===== src/rtl/uart_tx_fifo.sv =====
// uart_tx_fifo: byte FIFO in front of an asynchronous serialiser for the console port.
// Define UART_TX_PARITY_EN to add an even-parity bit (8E1 frame) after the data bits.
module uart_tx_fifo #(
    parameter int CLKS_PER_BIT = 16,
    parameter int FIFO_DEPTH   = 8
) (
    input  logic                          clk,
    input  logic                          rst,
    input  logic                          wEn,
    input  logic [7:0]                    data,
    input  logic                          ovfClr,
    output logic                          txd,
    output logic                          full,
    output logic                          empty,
    output logic                          busy,
    output logic                          overflow,
    output logic [$clog2(FIFO_DEPTH):0]   level
);

    // state  | meaning
    // IDLE   | line high, pops the next byte when the FIFO is non-empty
    // START  | start bit (low)
    // DATA   | eight data bits, LSB first
    // PARITY | even-parity bit (only with UART_TX_PARITY_EN)
    // STOP   | stop bit (high)

    localparam int AW = $clog2(FIFO_DEPTH);
    localparam int CW = (CLKS_PER_BIT > 1) ? $clog2(CLKS_PER_BIT) : 1;
    localparam logic [AW:0]   FULL_LEVEL = (AW + 1)'(FIFO_DEPTH);
    localparam logic [CW-1:0] BAUD_LAST  = CW'(CLKS_PER_BIT - 1);

    localparam logic [2:0] IDLE   = 3'd0;
    localparam logic [2:0] START  = 3'd1;
    localparam logic [2:0] DATA   = 3'd2;
    localparam logic [2:0] STOP   = 3'd3;
`ifdef UART_TX_PARITY_EN
    localparam logic [2:0] PARITY = 3'd4;
`endif

    logic [7:0]    mem [FIFO_DEPTH];
    logic [AW-1:0] rdPtr;
    logic [AW-1:0] wrPtr;
    logic [AW:0]   levelNext;
    logic          pop;
    logic          push;
    logic          drop;

    logic [2:0]    state;
    logic [CW-1:0] baudCnt;
    logic [2:0]    bitIdx;
    logic [7:0]    shiftReg;
    logic          baudTc;
`ifdef UART_TX_PARITY_EN
    logic          parityBit;
`endif

    assign pop    = (state == IDLE) && (level != '0);
    assign push   = wEn && ((level != FULL_LEVEL) || pop);
    assign drop   = wEn && !push;
    assign baudTc = (baudCnt == BAUD_LAST);
    assign busy   = (state != IDLE);

    always_comb begin
        levelNext = level;
        if (push && !pop) begin
            levelNext = level + 1'b1;
        end else if (pop && !push) begin
            levelNext = level - 1'b1;
        end
    end

    always_ff @(posedge clk) begin
        if (push) begin
            mem[wrPtr] <= data;
        end
    end

    always_ff @(posedge clk or posedge rst) begin
        if (rst) begin
            rdPtr    <= '0;
            wrPtr    <= '0;
            level    <= '0;
            full     <= 1'b0;
            empty    <= 1'b1;
            overflow <= 1'b0;
        end else begin
            if (push) begin
                wrPtr <= wrPtr + 1'b1;
            end
            if (pop) begin
                rdPtr <= rdPtr + 1'b1;
            end
            level <= levelNext;
            full  <= (levelNext == FULL_LEVEL);
            empty <= (levelNext == '0);
            // a drop in the same cycle as a clear keeps the flag set
            if (drop) begin
                overflow <= 1'b1;
            end else if (ovfClr) begin
                overflow <= 1'b0;
            end
        end
    end

    // txd is re-registered from the current state, so the line trails the FSM by one clock
    always_ff @(posedge clk or posedge rst) begin
        if (rst) begin
            state     <= IDLE;
            baudCnt   <= '0;
            bitIdx    <= '0;
            shiftReg  <= '0;
            txd       <= 1'b1;
`ifdef UART_TX_PARITY_EN
            parityBit <= 1'b0;
`endif
        end else begin
            if (state != IDLE) begin
                baudCnt <= baudTc ? '0 : baudCnt + 1'b1;
            end
            case (state)
                IDLE: begin
                    txd <= 1'b1;
                    if (pop) begin
                        shiftReg  <= mem[rdPtr];
                        baudCnt   <= '0;
                        bitIdx    <= '0;
                        state     <= START;
`ifdef UART_TX_PARITY_EN
                        parityBit <= ^mem[rdPtr];
`endif
                    end
                end
                START: begin
                    txd <= 1'b0;
                    if (baudTc) begin
                        state <= DATA;
                    end
                end
                DATA: begin
                    txd <= shiftReg[0];
                    if (baudTc) begin
                        shiftReg <= shiftReg >> 1;
                        bitIdx   <= bitIdx + 1'b1;
                        if (bitIdx == 3'd7) begin
`ifdef UART_TX_PARITY_EN
                            state <= PARITY;
`else
                            state <= STOP;
`endif
                        end
                    end
                end
`ifdef UART_TX_PARITY_EN
                PARITY: begin
                    txd <= parityBit;
                    if (baudTc) begin
                        state <= STOP;
                    end
                end
`endif
                STOP: begin
                    txd <= 1'b1;
                    if (baudTc) begin
                        state <= IDLE;
                    end
                end
                default: begin
                    txd   <= 1'b1;
                    state <= IDLE;
                end
            endcase
        end
    end

endmodule


===== config.mk =====
export PLATFORM = sky130hd
export DESIGN_NAME = uart_tx_fifo
export DESIGN_NICKNAME = d
export VERILOG_FILES = /design/src/rtl/uart_tx_fifo.sv
export SDC_FILE = /design/constraint.sdc
export NUM_CORES = 1
export LEC_CHECK = 0
export CORE_UTILIZATION = 59
export DETAILED_ROUTE_END_ITERATION = 7
export HOLD_SLACK_MARGIN = 0.1
export PLACE_DENSITY = 0.9
export SYNTH_ARGS = -nofsm -noshare
export SYNTH_HDL_FRONTEND = slang
export SYNTH_SLANG_ARGS = --single-unit

===== constraint.sdc =====
create_clock -name clk -period 2.8 [get_ports clk]
set_input_delay 0.42 -clock clk [delete_from_list [all_inputs] [get_ports clk]]
set_output_delay 0.42 -clock clk [all_outputs]
set_load 0.02 [all_outputs]

# Word level (Yosys, flattened, before mapping)
# Memory sizes are Yosys's and may differ from the RTL's.
# Cells that the tools add are included.
# W data, S select, Z words.
word_totals:
  inputBits: 12
  out_inout_bits: 9
  rom_bits: 0
  latchBits: 0
  mem_count: 1
  ram_bits: 64
  regBits: 32
memory_table:
  columns: ["memory", "words", "word_bits", "rd", "rd_clocked_by_memory_dff", "write_ports", "line_no", "source"]
  rows:
  - ["mem", 8, 8, 1, 0, 1, "40", "logic [7:0] mem [FIFO_DEPTH];"]
classes:
  n_bitwise: 0
  n_mux: 23
  reduce_logical: 16
  n_mul: 0
  shifts: 0
  eq_ne: 12
  div: 0
  order_cmp: 0
  addsub: 6
op_table:
  columns: ["op", "count"]
  rows:
  - ["$mux W4", 6]
  - ["$mux W3", 7]
  - ["$mux W8", 2]
  - ["$pmux W8 S2", 1]
  - ["$pmux W3 S4", 1]
  - ["$ne A2 B2 Y1 const B", 5]
  - ["$add A3 B1 Y3 const B", 3]
  - ["$add A4 B1 Y4 const B", 2]
  - ["$eq A4 B4 Y1 const B", 2]
  - ["$eq A3 B2 Y1 const B", 2]
  - ["$pmux W3 S2", 1]
  - ["$logic_and A1 B1 Y1", 5]
  - ["$reduce_and A5 Y1", 1]
  - ["$logic_not A4 Y1", 1]
  - ["$mux W1", 4]
  - ["$ne A4 B4 Y1 const B", 1]
  - ["$reduce_bool A2 Y1", 2]
  - ["$reduce_bool A4 Y1", 1]
  - ["$sub A4 B1 Y4 const B", 1]
  - ["$eq A3 B1 Y1 const B", 1]
  - ["$eq A3 B3 Y1 const B", 1]
  - ["$logic_not A3 Y1", 1]
  - ["$reduce_and A3 Y1", 1]
  - ["$reduce_bool A3 Y1", 1]
  - ["3 further kinds", 4]

# Depth between registers and ports, before layout
# Gate-level depths: netlist (run 1).
depth:
  depth_word: 9
  depth_mapped: 8

# Worst setup path before layout (run 1)
# Ideal clock, no wire load.
synth_timing:
  path_type: "flip-flop to flip-flop"
  startpoint: "reg level[0]"
  endpoint: "mem mem[0][0], enable pin"
  stages_incl_launch_ff: 6
  path_slack_ps: 366
  t_arrival_ps: 2051
  synth_period_minus_slack_ps: 2434
  n_path_buf: 0
  cell_sequence: "dfrtp_1 > inv_1 > ha_1 > nor4bb_1 > or3_1 > nor3_1"
synth_via:
  elab_chain_len: 6
synth_lines:
  columns: ["element", "line_no", "source"]
  rows:
  - ["start, declared", "17", "output logic [$clog2(FIFO_DEPTH):0] level"]
  - ["start signal, assigned", "93", "level <= levelNext;"]
  - ["$reduce_bool A4 Y1", "57", "assign pop = (state == IDLE) && (level != '0);"]
  - ["$logic_and A1 B1 Y1", "57", null]
  - ["$logic_or A1 B1 Y1 (*)", "58", "assign push = wEn && ((level != FULL_LEVEL) || pop);"]
  - ["$logic_and A1 B1 Y1 (*)", "58", null]
  - ["$mux W1 (*)", "73", "if (push) begin"]
  - ["$mux W1 (not written as such) (*)", "74", "mem[wrPtr] <= data;"]
  - ["end, declared", "40", null]
# Mark *: on every way between the ends. The rest lies on a longest branch, timed or not.

# Worst setup path in the final report (run 1)
layout_timing:
  startpoint: "reg level[0]"
  endpoint: "mem mem[5][7], enable pin"
# The elaborated chain is that of the path after synthesis.

==> results of run 1 <==
## metal layers
layer,wire (um),GRT usage,vias to the layer above,share of wire
met1,3210,0.315,1175,0.40
met4,274,0.133,0,0.034
met2,4060,0.398,87,0.51
met5,0,0,-,0
met3,435,0.0404,19,0.055
li1,-,-,1139,-
## sequential cells by signal (all words and copies together), names as in the netlist, 2 cells and up
| name | count |
|---|---|
| baudCnt | 4 |
| bitIdx | 3 |
| level | 4 |
| mem | 64 |
| rdPtr | 3 |
| shiftReg | 8 |
| state | 2 |
| wrPtr | 3 |
## power by group through the flow
stage                     clock network [W]  logic [W]  registers [W]
after detailed placement                  0    0.00176        0.00227
after CTS                          0.000900    0.00178        0.00225
after global routing               0.000959    0.00194        0.00230
after floorplan                           0    0.00138        0.00212
final                              0.000886    0.00178        0.00224
after global placement                    0    0.00168        0.00223
## cells by family after synthesis
kind of cell / after synthesis / synth area share
compound gates: 47 / 0.0807
xor+xnor: 5 / 0.0106
fa+ha+maj: 12 / 0.0363
buf+inv: 23 / 0.0251
flops: 95 / 0.652
mux: 27 / 0.0994
simple gates: 77 / 0.0961
## stage by stage
stage	utilization	power, W	setup slack [ns]	std cells	hold WS (ns)
6_report	0.686	0.00491	0.407	414	0.352
5_1_grt	0.686	0.00520	0.222	414	0.387
4_1_cts	0.686	0.00493	0.409	414	0.355
3_5_place_dp	0.657	0.00403	0.402	399	0.466
3_3_place_gp	0.657	0.00391	0.501	399	0.456
2_1_floorplan	-	0.00350	0.366	286	0.443
## placed cells by master (no fill, tap or decap), types with 7 or more instances in the layout
cell	n
sky130_fd_sc_hd__mux4_2	11
sky130_fd_sc_hd__buf_4	9
sky130_fd_sc_hd__nor3_1	7
sky130_fd_sc_hd__nand3_1	8
sky130_fd_sc_hd__edfxtp_1	64
sky130_fd_sc_hd__nor2_1	16
sky130_fd_sc_hd__clkbuf_8	9
sky130_fd_sc_hd__a21oi_1	18
sky130_fd_sc_hd__nand2_1	21
sky130_fd_sc_hd__dfrtp_1	29
sky130_fd_sc_hd__ha_1	12
sky130_fd_sc_hd__clkdlybuf4s50_1	20
sky130_fd_sc_hd__mux2i_1	13
sky130_fd_sc_hd__inv_1	11
## layout make-up
| class | count | area [um^2] |
|---|---|---|
| clock inverter | 6 | 70.1 |
| sequential | 95 | 2700 |
| fill | 432 | 2130 |
| inverter | 11 | 41.3 |
| tap | 96 | 120 |
| timing repair buffer | 29 | 268 |
| clock buffer | 9 | 124 |
| multi-input combinational | 168 | 1340 |
## worst max-delay path: stages, from the launching register on
cell                       delay [ns]
sky130_fd_sc_hd__dfrtp_1         0.50
sky130_fd_sc_hd__inv_1           0.14
sky130_fd_sc_hd__ha_1            0.26
sky130_fd_sc_hd__nor4bb_1        0.19
sky130_fd_sc_hd__nor2_1          0.21
sky130_fd_sc_hd__nand2_1         0.17
sky130_fd_sc_hd__nor2_1          0.56
## synthesized netlist by cell type (2+ instances only)
| master | n | area share |
|---|---|---|
| sky130_fd_sc_hd__a31oi_1 | 2 | 0.0030 |
| sky130_fd_sc_hd__a21oi_1 | 18 | 0.022 |
| sky130_fd_sc_hd__o21ai_0 | 3 | 0.0036 |
| sky130_fd_sc_hd__mux2i_1 | 13 | 0.031 |
| sky130_fd_sc_hd__ha_1 | 12 | 0.036 |
| sky130_fd_sc_hd__nand2b_1 | 5 | 0.0076 |
| sky130_fd_sc_hd__mux4_2 | 11 | 0.060 |
| sky130_fd_sc_hd__edfxtp_1 | 64 | 0.46 |
| sky130_fd_sc_hd__clkbuf_1 | 5 | 0.0045 |
| sky130_fd_sc_hd__nand2_1 | 21 | 0.019 |
| sky130_fd_sc_hd__xnor2_1 | 5 | 0.011 |
| sky130_fd_sc_hd__a221o_1 | 2 | 0.0048 |
| sky130_fd_sc_hd__dfstp_2 | 2 | 0.013 |
| sky130_fd_sc_hd__dfrtp_1 | 29 | 0.18 |
| sky130_fd_sc_hd__buf_2 | 5 | 0.0060 |
| sky130_fd_sc_hd__nor2_1 | 16 | 0.015 |
| sky130_fd_sc_hd__mux2_2 | 3 | 0.0082 |
| sky130_fd_sc_hd__and2_1 | 2 | 0.0030 |
| sky130_fd_sc_hd__o31ai_1 | 2 | 0.0036 |
| sky130_fd_sc_hd__inv_1 | 11 | 0.010 |
| sky130_fd_sc_hd__and3_1 | 2 | 0.0030 |
| sky130_fd_sc_hd__nor4_1 | 2 | 0.0030 |
| sky130_fd_sc_hd__nor3_1 | 7 | 0.0085 |
| sky130_fd_sc_hd__nand3_1 | 8 | 0.0097 |
| sky130_fd_sc_hd__o211ai_1 | 5 | 0.0091 |
| sky130_fd_sc_hd__or3_1 | 3 | 0.0045 |
| sky130_fd_sc_hd__nor2b_1 | 3 | 0.0045 |
## worst max-delay path by stage
stage / cells after the start / end
3_5_place_dp: 5 / mem[5][0]$_DFFE_PP_
5_1_grt: 6 / mem[5][7]$_DFFE_PP_
3_3_place_gp: 5 / mem[7][0]$_DFFE_PP_
6_report: 6 / mem[5][7]$_DFFE_PP_
2_1_floorplan: 5 / mem[0][0]$_DFFE_PP_
4_1_cts: 5 / busy
==> out/metrics.sh, run 1 <==
RELSLEWSLACK=0.437
MAPPEDNETLISTAREA_UM2=4140
OUTCOME='finished clean'
SYN_AREA_PER_CELL_UM2=14.5
CTS_TREE='done'
VIA_COUNT=2420
CLK_LATENCY_NS=0.35
CLOCK.FMAX_GHz=0.418
DESIGN.PORTCOUNT=21
CTS.SINKS=95
DRT_DRC_VIOLATIONS_LEFT=0
P_LEAK_nW=1.74
ROUTED_WIRELENGTH_UM=7980
FLOORPLAN.INITIALDENSITY=0.610
MIN-DELAY-PATH-CLASS='primary input to asynchronous set/reset pin'
CRIT_START='level[0]$_DFF_PP0_'
GRT_PASS1_WL_UM=12900
POST-ROUTE-PERIOD-UTIL=0.855
SYNTH_FF_TYPE='sky130_fd_sc_hd__edfxtp_1'
CTSRESIZECOUNT=0
CRITPATHCAPTURETYPE='flip-flop'
SETUP_VIOL_COUNT_FINAL=0
MAXIMUM_IR_DROP_ON_THE_VDD_RAIL_V=0.000547
SYNTH_SEQUENTIAL_AREA_RATIO=0.652
CRIT_PATH_MAX_FANOUT=8
CLK_PIN_SLEW_NS=0.09
POST_CTS.REPAIR.SETUP_BUFFERS=0
P_PER_AREA_nW_PER_UM2=1050
HOLDBUFCOUNTCTS=0
AVGVIACOUNTPERCELL=5.85
RSZ0062_AT_GRT='no'
DP_HPWL_UM=5590
SYNTH_WARNINGS=0
GRT_START_MAX_NET_PINS=22
REG2REG_SLACK_NS=0.41
SYNTH_ENABLE_FLOP_CELLS=64
HOLD_VIOL=0
SHARE_OF_CELLS_ABOVE_DRIVE_STRENGTH_1=0.151
DIE_W_UM=85.8
WORSTREGTOREGCELLS=6
DRT_PRE_ANTENNA_ITERS=4
CTS.PATH.MAX_BUFFERS=2
DESIGN.DIE.AREA_UM2=7360
POSTSYNTH.ASYNCRESETSHARE=0.326
WORST_SETUP_PATH_START_KIND='flip-flop'
CTS_MADE_BUFFERS=9
SYNTH.FF_LATCH_COUNT=95
ANTENNA_DIODES=0
CELLINTERNALPOWER_W=0.00314
CELLS_AFTER_SYNTHESIS=286
POST_LAYOUT_NETS=338
WORSTPATHARRIVAL_NS=2.38
TOTALNEGATIVESETUPSLACK_NS=0
AREAGROWTHSYNTHTOFINISH_PCT=12.5
CTS.HTREE.LEVELS=3
TIMING.FINAL.CRIT_PERIOD_NS=2.39
WORSTSETUPPATHTYPE='flip-flop to flip-flop'
SHARE_CLK_OF_TOTAL_POWER=0.181
WORST-ENDPOINT-REQUIRED_NS=2.79
POST_DRT_WL_PER_CELL_UM=19.3
WORSTREG2REGEND='mem[5][7]$_DFFE_PP_'
ROUTE.ANTENNA.REMAINING_NETS=0
WORSTREG2REGSTART='level[0]$_DFF_PP0_'
TOTAL_OVERFLOW_REPORTED_BY_THE_GLOBAL_ROUTER=0
FLOORPLAN.DIE.HEIGHT_UM=85.8
CORE.ROWCOUNT=30
VIA_COUNT_OF_THE_FIRST_GLOBAL_ROUTING_PASS=2448
GLOBALROUTETOTALUTIL=0.243
POWER_SWITCHING_W=0.00177
FINAL_AREA_UM2=4660
PLACE_CONGESTION=0.809
CTSROOTBUFFERMASTER='sky130_fd_sc_hd__clkbuf_8'
CORE_AREA_UM2=6790
SYNTHESIS.NETS=310
CAP_VIOL_MAX_COUNT=0
TIGHTESTPINTRANSITION_NS=0.844
IO_BUFFER_COUNT=20
SWITCHING_SHARE=0.360
SEQ_POWER_SHARE=0.458
DR.FIRST_ITER.DRC_COUNT=148
TIMING.CLOCK.SKEW_NS=0.00689
CELL_AREA_REPORTED_AFTER_DETAILED_PLACEMENT_UM2=4470
DISTINCT_CELL_TYPE_COUNT_AFTER_SYNTHESIS=52
FINAL-MAX-SLEW-VIOLATION-COUNT=0
GRT_ANTENNA_BEFORE_REPAIR=0
LOGIC_GATE_SHARE_OF_TOTAL_POWER=0.362
Power figures use the tool's default switching activity.
==> run 2, diff against run 1 <==
--- a/config.mk
+++ b/config.mk
@@ -5,10 +5,11 @@
 export SDC_FILE = /design/constraint.sdc
 export NUM_CORES = 1
 export LEC_CHECK = 0
-export CORE_UTILIZATION = 59
+export CORE_MARGIN = 1
+export CORE_UTILIZATION = 45
 export DETAILED_ROUTE_END_ITERATION = 7
 export HOLD_SLACK_MARGIN = 0.1
-export PLACE_DENSITY = 0.9
+export PLACE_DENSITY = 0.75
 export SYNTH_ARGS = -nofsm -noshare
 export SYNTH_HDL_FRONTEND = slang
 export SYNTH_SLANG_ARGS = --single-unit
==> out/metrics.sh, run 2 (synthesis results as in run 1) <==
AVGVIACOUNTPERCELL=5.51  # -5.8%
RSZ0062_AT_GRT='no'
GRT_ANTENNA_BEFORE_REPAIR=0  # unchanged
TIMING.CLOCK.SKEW_NS=0.0112  # +0.00428 ns
VIA_COUNT=2390  # -1.2%
CAP_VIOL_MAX_COUNT=0  # unchanged
FINAL_AREA_UM2=4750  # +2.0%
VIA_COUNT_OF_THE_FIRST_GLOBAL_ROUTING_PASS=2483  # +1.4%
ROUTED_WIRELENGTH_UM=7300  # -8.4%
OUTCOME='finished, violations left'
FAILED_CHECKS='design-rule violations'
DESIGN.DIE.AREA_UM2=9590  # +30%
POST-ROUTE-WORST-SETUP-SLACK_NS=0.302  # -0.104 ns
CTS.HTREE.LEVELS=3  # unchanged
MAXIMUM_IR_DROP_ON_THE_VDD_RAIL_V=0.000535  # -2.1%
REG_TOP3='mem (64), shiftReg (8)'
CTSROOTBUFFERMASTER='sky130_fd_sc_hd__clkbuf_8'
MIN-DELAY-PATH-CLASS='primary input to asynchronous set/reset pin'
WORSTSETUPPATHTYPE='flip-flop to flip-flop'
POST_DRT_WL_PER_CELL_UM=16.8  # -13%
LEADING_CELL_TYPES_IN_THE_LAYOUT_FILL_AND_TAPS_EXCLUDED='sky130_fd_sc_hd__edfxtp_1 (64), sky130_fd_sc_hd__dfrtp_1 (29), sky130_fd_sc_hd__nand2_1 (21)'
IO_BUFFER_COUNT=20  # unchanged
DESIGN.PORTCOUNT=21  # unchanged
GRT_PASS1_WL_UM=12300  # -4.5%
WORST-ENDPOINT-REQUIRED_NS=2.80  # about the same
CRIT_PATH_MAX_FANOUT=8  # unchanged
HOLD_VIOL=0  # unchanged
TOTAL_OVERFLOW_REPORTED_BY_THE_GLOBAL_ROUTER=0  # unchanged
TIGHTESTPINTRANSITION_NS=0.817  # -0.0274 ns
ROUTE.ANTENNA.REMAINING_NETS=0  # unchanged
DR.FIRST_ITER.DRC_COUNT=99  # -33%
POST_LAYOUT_NETS=345  # +2.1%
CTS.SINKS=95  # unchanged
CELL_AREA_REPORTED_AFTER_DETAILED_PLACEMENT_UM2=4530  # +1.5%
CTS_MADE_BUFFERS=9  # unchanged
CELL_BY_CELL_TRACE_OF_THE_CRITICAL_PATH='inv_1, ha_1, nor4bb_1, nor2_1, nand2_1, buf_4, nor2_1'
CRITICAL_PATH.SLOWEST_CELL='sky130_fd_sc_hd__nor2_1'
WORST_HOLD_SLACK_NS=0.270  # -0.0822 ns
PLACE_CONGESTION=0.766  # -5.3%
DP_HPWL_UM=5280  # -5.6%
LARGEST_REG_FLOPS=64  # unchanged
CTS.PATH.MAX_BUFFERS=2  # unchanged
REGMOSTFLOPS='mem'
WORSTPATHARRIVAL_NS=2.50  # +0.12 ns
ANTENNA_DIODES=0  # unchanged
P_PER_AREA_nW_PER_UM2=1040  # -0.95%
FINAL-MAX-SLEW-VIOLATION-COUNT=0  # unchanged
DRT_DRC_VIOLATIONS_LEFT=2  # +2
CLK_PIN_SLEW_NS=0.11  # +0.02 ns
TOTALNEGATIVESETUPSLACK_NS=0  # unchanged
MOST_COMMON_CELL_TYPE_ON_THE_CRITICAL_PATH='sky130_fd_sc_hd__nor2_1'
WORST_SETUP_PATH_START_KIND='flip-flop'
CLOCK.FMAX_GHz=0.400  # -4.2%
MOST_COMMON_CELL_AFTER_LAYOUT_FILL_AND_TAPS_ASIDE='sky130_fd_sc_hd__edfxtp_1'
RELSLEWSLACK=0.454  # +0.0162
SHARE_OF_CELLS_ABOVE_DRIVE_STRENGTH_1=0.175  # +0.0239
SETUP_VIOL_COUNT_FINAL=0  # unchanged
P_LEAK_nW=1.78  # +2.5%
FLOORPLAN.INITIALDENSITY=0.470  # -0.139
CTS_TREE='done'
WORST_SETUP_SLACK_BEFORE_CLOCK_TREE_SYNTHESIS_NS=0.243  # -0.160 ns
FIN_UTIL=0.540  # -0.146
CRITPATHCAPTURETYPE='flip-flop'
POST_CTS.REPAIR.SETUP_BUFFERS=0  # unchanged
TIMING.FINAL.CRIT_PERIOD_NS=2.50  # +0.104 ns
CORE_AREA_UM2=8810  # +30%
POST-ROUTE-PERIOD-UTIL=0.892  # +0.0373
DIE_W_UM=97.9  # +14%
DRT_PRE_ANTENNA_ITERS=6  # +2
GLOBALROUTETOTALUTIL=0.169  # -0.0740
MAXIMUM_CELL_STAGE_DELAY_ALONG_THE_CRITICAL_PATH_NS=0.63  # +0.07 ns
CORE.ROWCOUNT=34  # +13%
GRT_START_MAX_NET_PINS=22  # unchanged
FLOORPLAN.DIE.HEIGHT_UM=97.9  # +14%
AREAGROWTHSYNTHTOFINISH_PCT=14.8
CLK_LATENCY_NS=0.37  # +0.02 ns
-- run 2: what timing repair did --
item                                    4_1_cts  5_1_grt
gates resized for setup                       0        1
endpoints found under the setup margin        0        8
hold buffers                                  0        0
-- run 2: report_power, final --
group	switching [W]	internal [W]	total, W
combinational	0.000948	0.000898	0.00185
clock	0.000564	0.000371	0.000935
sequential	0.000312	0.00186	0.00218
total	0.00182	0.00313	0.00496
-- run 2: per-layer routing --
metal | share of wire | GRT usage | vias to the layer above
met5 | 0 | 0 | -
met2 | 0.49 | 0.278 | 43
met4 | 0.015 | 0.0699 | 0
li1 | - | - | 1153
met3 | 0.034 | 0.0301 | 13
met1 | 0.46 | 0.224 | 1181
-- run 2: cell type report --
class	instances	area [um^2]
fillers	704	4050
flip-flops and latches	95	2700
multi-input cells	168	1340
repair buffers	36	320
well taps	108	135
clock buffers	9	124
clock inverters	7	91.3
inverters	11	41.3
-- run 2: metrics by stage --
stage | power [W] | cells
after floorplan | 0.00350 | 286
after global placement | 0.00397 | 418
after detailed placement | 0.00406 | 418
after CTS | 0.00499 | 434
after global routing | 0.00529 | 434
final | 0.00496 | 434
-- run 2: final timing paths --
kind	start	to	slack, ns	cells after the start
max	level[1]$_DFF_PP0_	mem[7][6]$_DFFE_PP_	0.30	7
min	rst	rdPtr[2]$_DFFE_PP0N_	0.27	2
max reg2reg	level[1]$_DFF_PP0_	mem[7][6]$_DFFE_PP_	0.30	7
min reg2reg	bitIdx[2]$_DFFE_PP0P_	bitIdx[2]$_DFFE_PP0P_	0.50	2
max in group asynchronous	rst	txd$_DFF_PP1_	1.98	3
min in group clk	bitIdx[2]$_DFFE_PP0P_	bitIdx[2]$_DFFE_PP0P_	0.50	2
-- run 2: worst max-delay path, delay by kind of cell, from the launching register on --
| kind | cells | cell delay [ns] |
|---|---|---|
| adders and majority gates | 1 | 0.24 |
| buffers and inverters | 2 | 0.26 |
| DFF | 1 | 0.45 |
| and+or+nand+nor | 4 | 1.18 |
